## config.mk

```make
export PLATFORM = sky130hd
export DESIGN_NAME = cdclib_lvlsync_launch
export DESIGN_NICKNAME = d
export VERILOG_FILES = /design/src/rtl/cdclib_pkg.sv /design/src/rtl/cdclib_hold_cnt.sv /design/src/rtl/cdclib_lvlsync_launch.sv
export SDC_FILE = /design/constraint.sdc
export NUM_CORES = 1
export LEC_CHECK = 0
export CELL_PAD_IN_SITES_DETAIL_PLACEMENT = 0
export CELL_PAD_IN_SITES_GLOBAL_PLACEMENT = 2
export CORE_AREA = 3 3 40 42
export DETAILED_ROUTE_END_ITERATION = 7
export DIE_AREA = 0 0 43 45
export PLACE_DENSITY_LB_ADDON = 0.1
export SYNTH_ARGS = -nofsm -noshare
export SYNTH_HDL_FRONTEND = slang
export SYNTH_HIERARCHICAL = 1
export SYNTH_SLANG_ARGS = --single-unit
export TNS_END_PERCENT = 10
```

## constraint.sdc

```tcl
create_clock -name wr_clk -period 1.3 [get_ports wr_clk]
set_input_delay 0.26 -clock wr_clk [delete_from_list [all_inputs] [get_ports wr_clk]]
set_output_delay 0.26 -clock wr_clk [all_outputs]
set_load 0.02 [all_outputs]
```

## src/rtl/cdclib_pkg.sv

```systemverilog
// Shared CDC library definitions: launch FSM states, hold-window sizing and clog2.
package cdclib_pkg;

  typedef enum logic {
    IDLE = 1'b0,
    HOLD = 1'b1
  } cdclib_state_t;

  function automatic int cdclib_clog2(input int value);
    int r;
    r = 0;
    while ((1 << r) < value) r++;
    return r;
  endfunction

  // Hold long enough for SYNCSTAGE+1 receive-clock periods, expressed in launch cycles.
  function automatic int cdclib_hold_cycles(input int syncstage, input int wr_mhz,
                                            input int rd_mhz);
    int num;
    int h;
    num = (syncstage + 1) * wr_mhz;
    h   = (num + rd_mhz - 1) / rd_mhz + 1;
    return (h < 2) ? 2 : h;
  endfunction

endpackage

```

## src/rtl/cdclib_hold_cnt.sv

```systemverilog
// Loadable down-counter that stops at zero and flags it; times the launch hold window.
module cdclib_hold_cnt #(
  parameter int WIDTH = 3
) (
  input  logic             clk,
  input  logic             rst_n,
  input  logic             load,
  input  logic [WIDTH-1:0] load_val,
  input  logic             en,
  output logic             zero
);

  logic [WIDTH-1:0] cnt;

  always_ff @(posedge clk or negedge rst_n) begin
    if (!rst_n) begin
      cnt <= '0;
    end else if (load) begin
      cnt <= load_val;
    end else if (en && (cnt != '0)) begin
      cnt <= cnt - 1'b1;
    end
  end

  assign zero = (cnt == '0);

endmodule

```

## src/rtl/cdclib_lvlsync_launch.sv

```systemverilog
// Write-domain launch stage of the level-sync path: holds each launched value for HOLD_CYC cycles.
// Optional one-entry pending buffer enabled by defining CDCLIB_LVLSYNC_LAUNCH_PEND_EN.
module cdclib_lvlsync_launch
  import cdclib_pkg::*;
#(
  parameter bit EN_PULSE_MODE   = 1'b0,
  parameter int DWIDTH          = 1,
  parameter int SYNCSTAGE       = 2,
  parameter bit ACTIVE_LEVEL    = 1'b1,
  parameter int WR_CLK_FREQ_MHZ = 250,
  parameter int RD_CLK_FREQ_MHZ = 250
) (
  input  logic              wr_clk,
  input  logic              wr_rst_n,
  input  logic [DWIDTH-1:0] data_in,
  input  logic              data_in_vld,
  output logic              data_in_rdy,
  output logic [DWIDTH-1:0] data_out,
  output logic              busy
);

  localparam int HOLD_CYC = cdclib_hold_cycles(SYNCSTAGE, WR_CLK_FREQ_MHZ, RD_CLK_FREQ_MHZ);
  localparam int CNT_W    = cdclib_clog2(HOLD_CYC + 1);
  localparam logic [CNT_W-1:0]  CNT_LOAD = CNT_W'(HOLD_CYC - 1);
  localparam logic [DWIDTH-1:0] RST_VAL  = EN_PULSE_MODE ? '0 : {DWIDTH{~ACTIVE_LEVEL}};

  cdclib_state_t state;
  logic          xfer;
  logic          in_chg;
  logic          cnt_zero;
  logic          cnt_load;

  function automatic logic [DWIDTH-1:0] launch_val(input logic [DWIDTH-1:0] cur,
                                                   input logic [DWIDTH-1:0] upd);
    return EN_PULSE_MODE ? (cur ^ upd) : upd;
  endfunction

  assign xfer   = data_in_vld & data_in_rdy;
  assign in_chg = EN_PULSE_MODE ? (|data_in) : (data_in != data_out);
  assign busy   = (state == HOLD);

`ifdef CDCLIB_LVLSYNC_LAUNCH_PEND_EN
  logic              pend_vld;
  logic [DWIDTH-1:0] pend_data;
  logic              merge_vld;
  logic [DWIDTH-1:0] merge_data;
  logic              launch_pend;

  // Pulse events accumulate; pend_data is kept zero whenever pend_vld is clear.
  always_comb begin
    merge_vld  = pend_vld;
    merge_data = pend_data;
    if ((state == HOLD) && xfer) begin
      if (EN_PULSE_MODE) begin
        if (|data_in) begin
          merge_vld  = 1'b1;
          merge_data = pend_data | data_in;
        end
      end else begin
        merge_vld  = 1'b1;
        merge_data = data_in;
      end
    end
  end

  assign launch_pend = merge_vld & (EN_PULSE_MODE ? 1'b1 : (merge_data != data_out));
  assign data_in_rdy = (state == IDLE) | (EN_PULSE_MODE ? 1'b1 : ~pend_vld);
  assign cnt_load    = ((state == IDLE) & xfer & in_chg) |
                       ((state == HOLD) & cnt_zero & launch_pend);
`else
  assign data_in_rdy = (state == IDLE);
  assign cnt_load    = (state == IDLE) & xfer & in_chg;
`endif

  cdclib_hold_cnt #(
    .WIDTH(CNT_W)
  ) u_hold_cnt (
    .clk     (wr_clk),
    .rst_n   (wr_rst_n),
    .load    (cnt_load),
    .load_val(CNT_LOAD),
    .en      (busy),
    .zero    (cnt_zero)
  );

  always_ff @(posedge wr_clk or negedge wr_rst_n) begin
    if (!wr_rst_n) begin
      state    <= IDLE;
      data_out <= RST_VAL;
`ifdef CDCLIB_LVLSYNC_LAUNCH_PEND_EN
      pend_vld  <= 1'b0;
      pend_data <= '0;
`endif
    end else begin
      case (state)
        IDLE: begin
          if (xfer && in_chg) begin
            data_out <= launch_val(data_out, data_in);
            state    <= HOLD;
          end
        end
        HOLD: begin
`ifdef CDCLIB_LVLSYNC_LAUNCH_PEND_EN
          if (cnt_zero) begin
            // Expiry edge doubles as the launch edge of a pending value.
            if (launch_pend) begin
              data_out <= launch_val(data_out, merge_data);
            end else begin
              state <= IDLE;
            end
            pend_vld  <= 1'b0;
            pend_data <= '0;
          end else begin
            pend_vld  <= merge_vld;
            pend_data <= merge_data;
          end
`else
          if (cnt_zero) begin
            state <= IDLE;
          end
`endif
        end
        default: state <= IDLE;
      endcase
    end
  end

endmodule

```

After elaboration in Yosys (flattened, before gate mapping)

Cells that the tools add are included.
Widths: inputs -> output; s select.

Register bits after elaboration: 5
Logic and storage cells: 20
Output and inout bits: 3
Input bits: 4

Equality and inequality tests: 1
Multiplexer cells: 5
Bitwise gates (word level): 4
Reductions and logical operators: 6
Add/sub/neg operators: 1

Operators with widths:

| kind                | number |
|---|---|
| $mux 3              | 2 |
| $and 1x1->1         | 3 |
| $logic_not 3->1     | 1 |
| $reduce_bool 3->1   | 1 |
| $sub 3x1->3 const B | 1 |
| $logic_and 1x1->1   | 2 |
| $mux 1              | 2 |
| $pmux 1 s2          | 1 |
| $reduce_and 2->1    | 1 |
| $reduce_bool 2->1   | 1 |
| $ne 1x1->1          | 1 |
| $not 1->1           | 1 |

Longest topological paths before layout

Word-level depth: 5
Depth in mapped cells: 5
Gate-level depth less buffers: 5

Hierarchy

The synthesis kept the hierarchy.

Modules (own cells, without submodules):

| module                | area each (sq um) | times used | seq. area each (sq um) | cells an instance |
|---|---|---|---|---|
| cdclib_hold_cnt       | 207.7             | 1          | 75.1                   | 19 |
| cdclib_lvlsync_launch | 108.9             | 1          | 50.0                   | 10 |

Worst setup path after synthesis

No wires, ideal clock.

Kind: flip-flop to flip-flop
From: register state (netlist: busy)
To: register u_hold_cnt.cnt[0]
Buffers on the path: 1
Setup time: 126 ps
Arrival time: 1360 ps
Cell stages (with the launch flop): 6
Data required time: 1174 ps
Slack: -186 ps
Clock period less this slack: 1486 ps
Path through: dfrtp_1 nand2b_4 nor2_1 buf_6 and2b_4 a221o_1

Cells in the longest elaborated chain, start to end: 5
Elaborated cells between the ends (all ways): 7
Those cells by class: 1 x mux; 4 x bitwise; 2 x reduce/logical

Ends and longest elaborated chain:

| what                                               | RTL line                     | source |
|---|---|---|
| start: declaration                                 | cdclib_lvlsync_launch.sv:27  | `cdclib_state_t state;` |
| start signal: assignment                           | cdclib_lvlsync_launch.sv:88  | `state <= IDLE;` |
| start signal: assignment                           | cdclib_lvlsync_launch.sv:99  | `state <= HOLD;` |
| start signal: assignment                           | cdclib_lvlsync_launch.sv:119 | `state <= IDLE;` |
| $not 1->1 (*)                                      | -                            |  |
| $and 1x1->1                                        | cdclib_lvlsync_launch.sv:38  | `assign xfer = data_in_vld & data_in_rdy;` |
| $and 1x1->1 (*) (2 in a row)                       | cdclib_lvlsync_launch.sv:72  | `assign cnt_load = (state == IDLE) & xfer & in_chg;` |
| via cnt_load                                       | cdclib_lvlsync_launch.sv:31  | `logic cnt_load;` |
| $mux 3 / $reduce_bool 2->1 (equally long branches) | -                            |  |
| end signal: assignment                             | cdclib_hold_cnt.sv:19        | `cnt <= load_val;` |
| end signal: assignment                             | cdclib_hold_cnt.sv:21        | `cnt <= cnt - 1'b1;` |
| end: declaration                                   | cdclib_hold_cnt.sv:13        | `logic [WIDTH-1:0] cnt;` |

The timed path passes the listed nets; every way through them passes the cells marked *.
A chain may end at the register's enable or synchronous reset.

Worst setup path in the final report

From: input data_in_vld
To: register u_hold_cnt.cnt[0]

Cells in the longest elaborated chain, start to end: 4
Elaborated cells between the ends (all ways): 5
Those cells by class: 1 x mux; 3 x bitwise; 1 x reduce/logical

Ends and longest elaborated chain:

| what                                               | RTL line                    | source |
|---|---|---|
| start: declaration                                 | cdclib_lvlsync_launch.sv:16 | `input logic data_in_vld,` |
| $and 1x1->1 (*)                                    | cdclib_lvlsync_launch.sv:38 |  |
| $and 1x1->1 (*) (2 in a row)                       | cdclib_lvlsync_launch.sv:72 |  |
| via cnt_load                                       | cdclib_lvlsync_launch.sv:31 |  |
| $mux 3 / $reduce_bool 2->1 (equally long branches) | -                           |  |

Marks and branches as above.

==> summary.txt <==
Logic synthesis
  – Yosys top cell area share: 0.395
  – Register area share after synthesis: 0.395
  – Number of synthesized register bits: 5
  – Syn Area/Cell: approximately 11 um2
  – Ranking of synthesized cells by area: dfrtp_1, a221o_1, nor4b_1
  – Mapped Area: 317 um2
  – Warnings from Yosys: 6
  – Cells after synthesis: 29
  – Area leader, netlist: dfrtp_1
  – Post-synthesis cell type count: 15

Timing
  – F_max: 0.735 GHz
  – Period utilisation layout: 1.05
  – Tmin final: 1360 ps
  – Setup TNS: -165 ps
  – Final setup margin: -60.6 ps
  – Count of final setup violators: 3
  – RSZ-0062 raised after global routing: true
  – Layout Skew: a little over 5 ps
  – Fin. Hold Viols: 0
  – Final Max Tran Viols: 0

Drt
  – Initial DRC Count: 3
  – Vias: 275
  – Antenna Violating Nets Remaining: 0
  – Post-Route WL: roughly 800 um
  – Drt wl/cell: 12.9 um
  – Initial DRT Pass Iterations: 2
  – Vias/cell: 4.44
  – Residual DRC: 0

Clock tree
  – Setup bufs post-CTS: 0
  – CTS Sinks: 5
  – CTS clk-pin slew, worst paths: ~50 ps
  – Number of CTS-inserted buffers: 3
  – Clock Path Buffers: 2
  – Clk_lat worst skew: 240 ps
  – H-tree depth: 1
  – CTS tree: done
  – Clock Tree Root: clkbuf_4

Placement
  – PortBufs: 6
  – Placer Congestion: 0.671

Setup path
  – Worst Setup Start Kind: input port
  – Critical Path Fanout Max: 3
  – Endpoint type of the worst setup path: flip-flop
  – Worst Path Arrival: around 1500 ps
  – Setup CP Type: input port to flip-flop
  – Crit path required time: 1420 ps

Power and ir drop
  – Clock share of power: 0.108
  – Leak: 0.000264 uW
  – Peak VDD IR: around 0.0013 V
  – Seq pwr share: 0.181
  – P_int: 1050 uW
  – Sw Pwr: 605 uW
  – Design Power: 1660 uW
  – Cell area power density: about 2800 nW/um2
  – Combinational power share: 0.711
  – Sw frac: 0.365

Global routing
  – Global-route usage over all layers: 0.101
  – First-pass GRT wire length: 1310 um
  – Initial antenna violation count: 0
  – GR Overflow Total: 0
  – Number of global-route vias before repair: 318
  – Largest net degree at the start of global routing: 7

Finish
  – Antenna cells: 0
  – Most frequent cells in the layout: buf_4, inv_1
  – Share of cells above drive strength 1: 0.553
  – Area grow syn2layout: 85.0%
  – Commonest non-fill, non-tap cell in the layout: buf_4
  – Nets: 54

Die
  – Die W: 43 um
  – Core outline area: 1280 um2
  – Num ports: 7
  – Die Area: 1940 um2
  – Std-Cell Rows: 13
  – Starting Density: 0.246
  – Chip Height: between 40 and 50 um

Job
  – Max-cap violation count: 0

Outcome
  – Status: finished, violations left
  – Violated checks: setup timing

Worst hold path
  – Hold Crit Class: input port to async pin
path summary, 6_finish.rpt:
path / startpoint / to / slack, ps / cells past startpoint
max: data_in_vld / u_hold_cnt/cnt[0]$_DFFE_PN0P_ / -60 / 5
min: wr_rst_n / u_hold_cnt/cnt[2]$_DFFE_PN0P_ / 250 / 1
max reg2reg: busy$_DFF_PN0_ / u_hold_cnt/cnt[0]$_DFFE_PN0P_ / -40 / 4
min reg2reg: data_out$_DFFE_PN0P_ / data_out$_DFFE_PN0P_ / 570 / 1
max in group asynchronous: wr_rst_n / busy$_DFF_PN0_ / 830 / 1
min in group wr_clk: data_in / data_out$_DFFE_PN0P_ / 470 / 2
cell type report:
cell class | instances | area, um2
repair buffers | 14 | 136
fillers | 123 | 699
flip-flops and latches | 5 | 128
inverters | 4 | 15.0
clock buffers | 4 | 26.3
well taps | 15 | 18.8
multi-input cells | 20 | 262
kinds of logic after synthesis:
kind of cell             share of synthesized area
buffers and inverters                       0.0830
adder cells (fa/ha/maj)                     0.0790
flip-flops                                   0.395
AO/OA/AOI/OAI                                0.115
multiplexers                                0.0474
other                                       0.0237
XOR/XNOR                                    0.0277
AND/OR/NAND/NOR                              0.229
worst max-delay path, stage by stage:
cell and delay, ps:
clkdlybuf4s50_1 500, nand2b_4 70, nor2_4 150, and2b_4 200
a221o_1 290
stage by stage:
step / utilization / hold WS, ps / setup WS (ps) / cells / instance area [um2]
finish: 0.456 / 248 / -60.6 / 62 / 586
global route: 0.456 / 256 / -92.7 / 62 / 586
floorplan: - / -35.6 / -122 / 30 / 333
detailed placement: 0.378 / 511 / -421 / 58 / 485
CTS: 0.420 / 249 / -71.5 / 62 / 539
global placement: 0.378 / 511 / -379 / 58 / 485
synthesized netlist by cell type:
library cell and count:
ha_1 2, xnor2_1 1, nor4b_1 3, mux2_4 1, inv_1 4, and2b_4 1
nor2b_1 2, nand2b_1 1, buf_6 1, o22ai_1 1, nor2_1 1, conb_1 2
dfrtp_1 5, a221o_1 3, nand2b_4 1
power by group through the flow:
| stage | registers [uW] | logic (uW) | clock network (uW) |
|---|---|---|---|
| after global routing | 314 | 1260 | 205 |
| after CTS | 302 | 951 | 188 |
| after floorplan | 341 | 426 | 0 |
| after global placement | 304 | 834 | 0 |
| final | 301 | 1180 | 179 |
| after detailed placement | 304 | 855 | 0 |
per-layer routing:
layer | GRT usage | wire [um] | up-vias
li1 | - | - | 137
met1 | 0.0929 | 297 | 128
met2 | 0.174 | 452 | 8
met3 | 0.0637 | 43 | 2
met4 | 0.0542 | 5 | 0
met5 | 0 | 0 | -
flip-flops by register name (all words and copies together), names as in the netlist:
name            count
u_hold_cnt/cnt      3
busy                1
data_out            1
what timing repair did:
action | in CTS | in global routing
setup endpoints to repair | 6 | 5
hold buffers | 0 | 0
pin swaps | 0 | 1
resized for setup | 15 | 8
hold endpoints to repair | 0 | 0
Power figures use the tool's default switching activity.
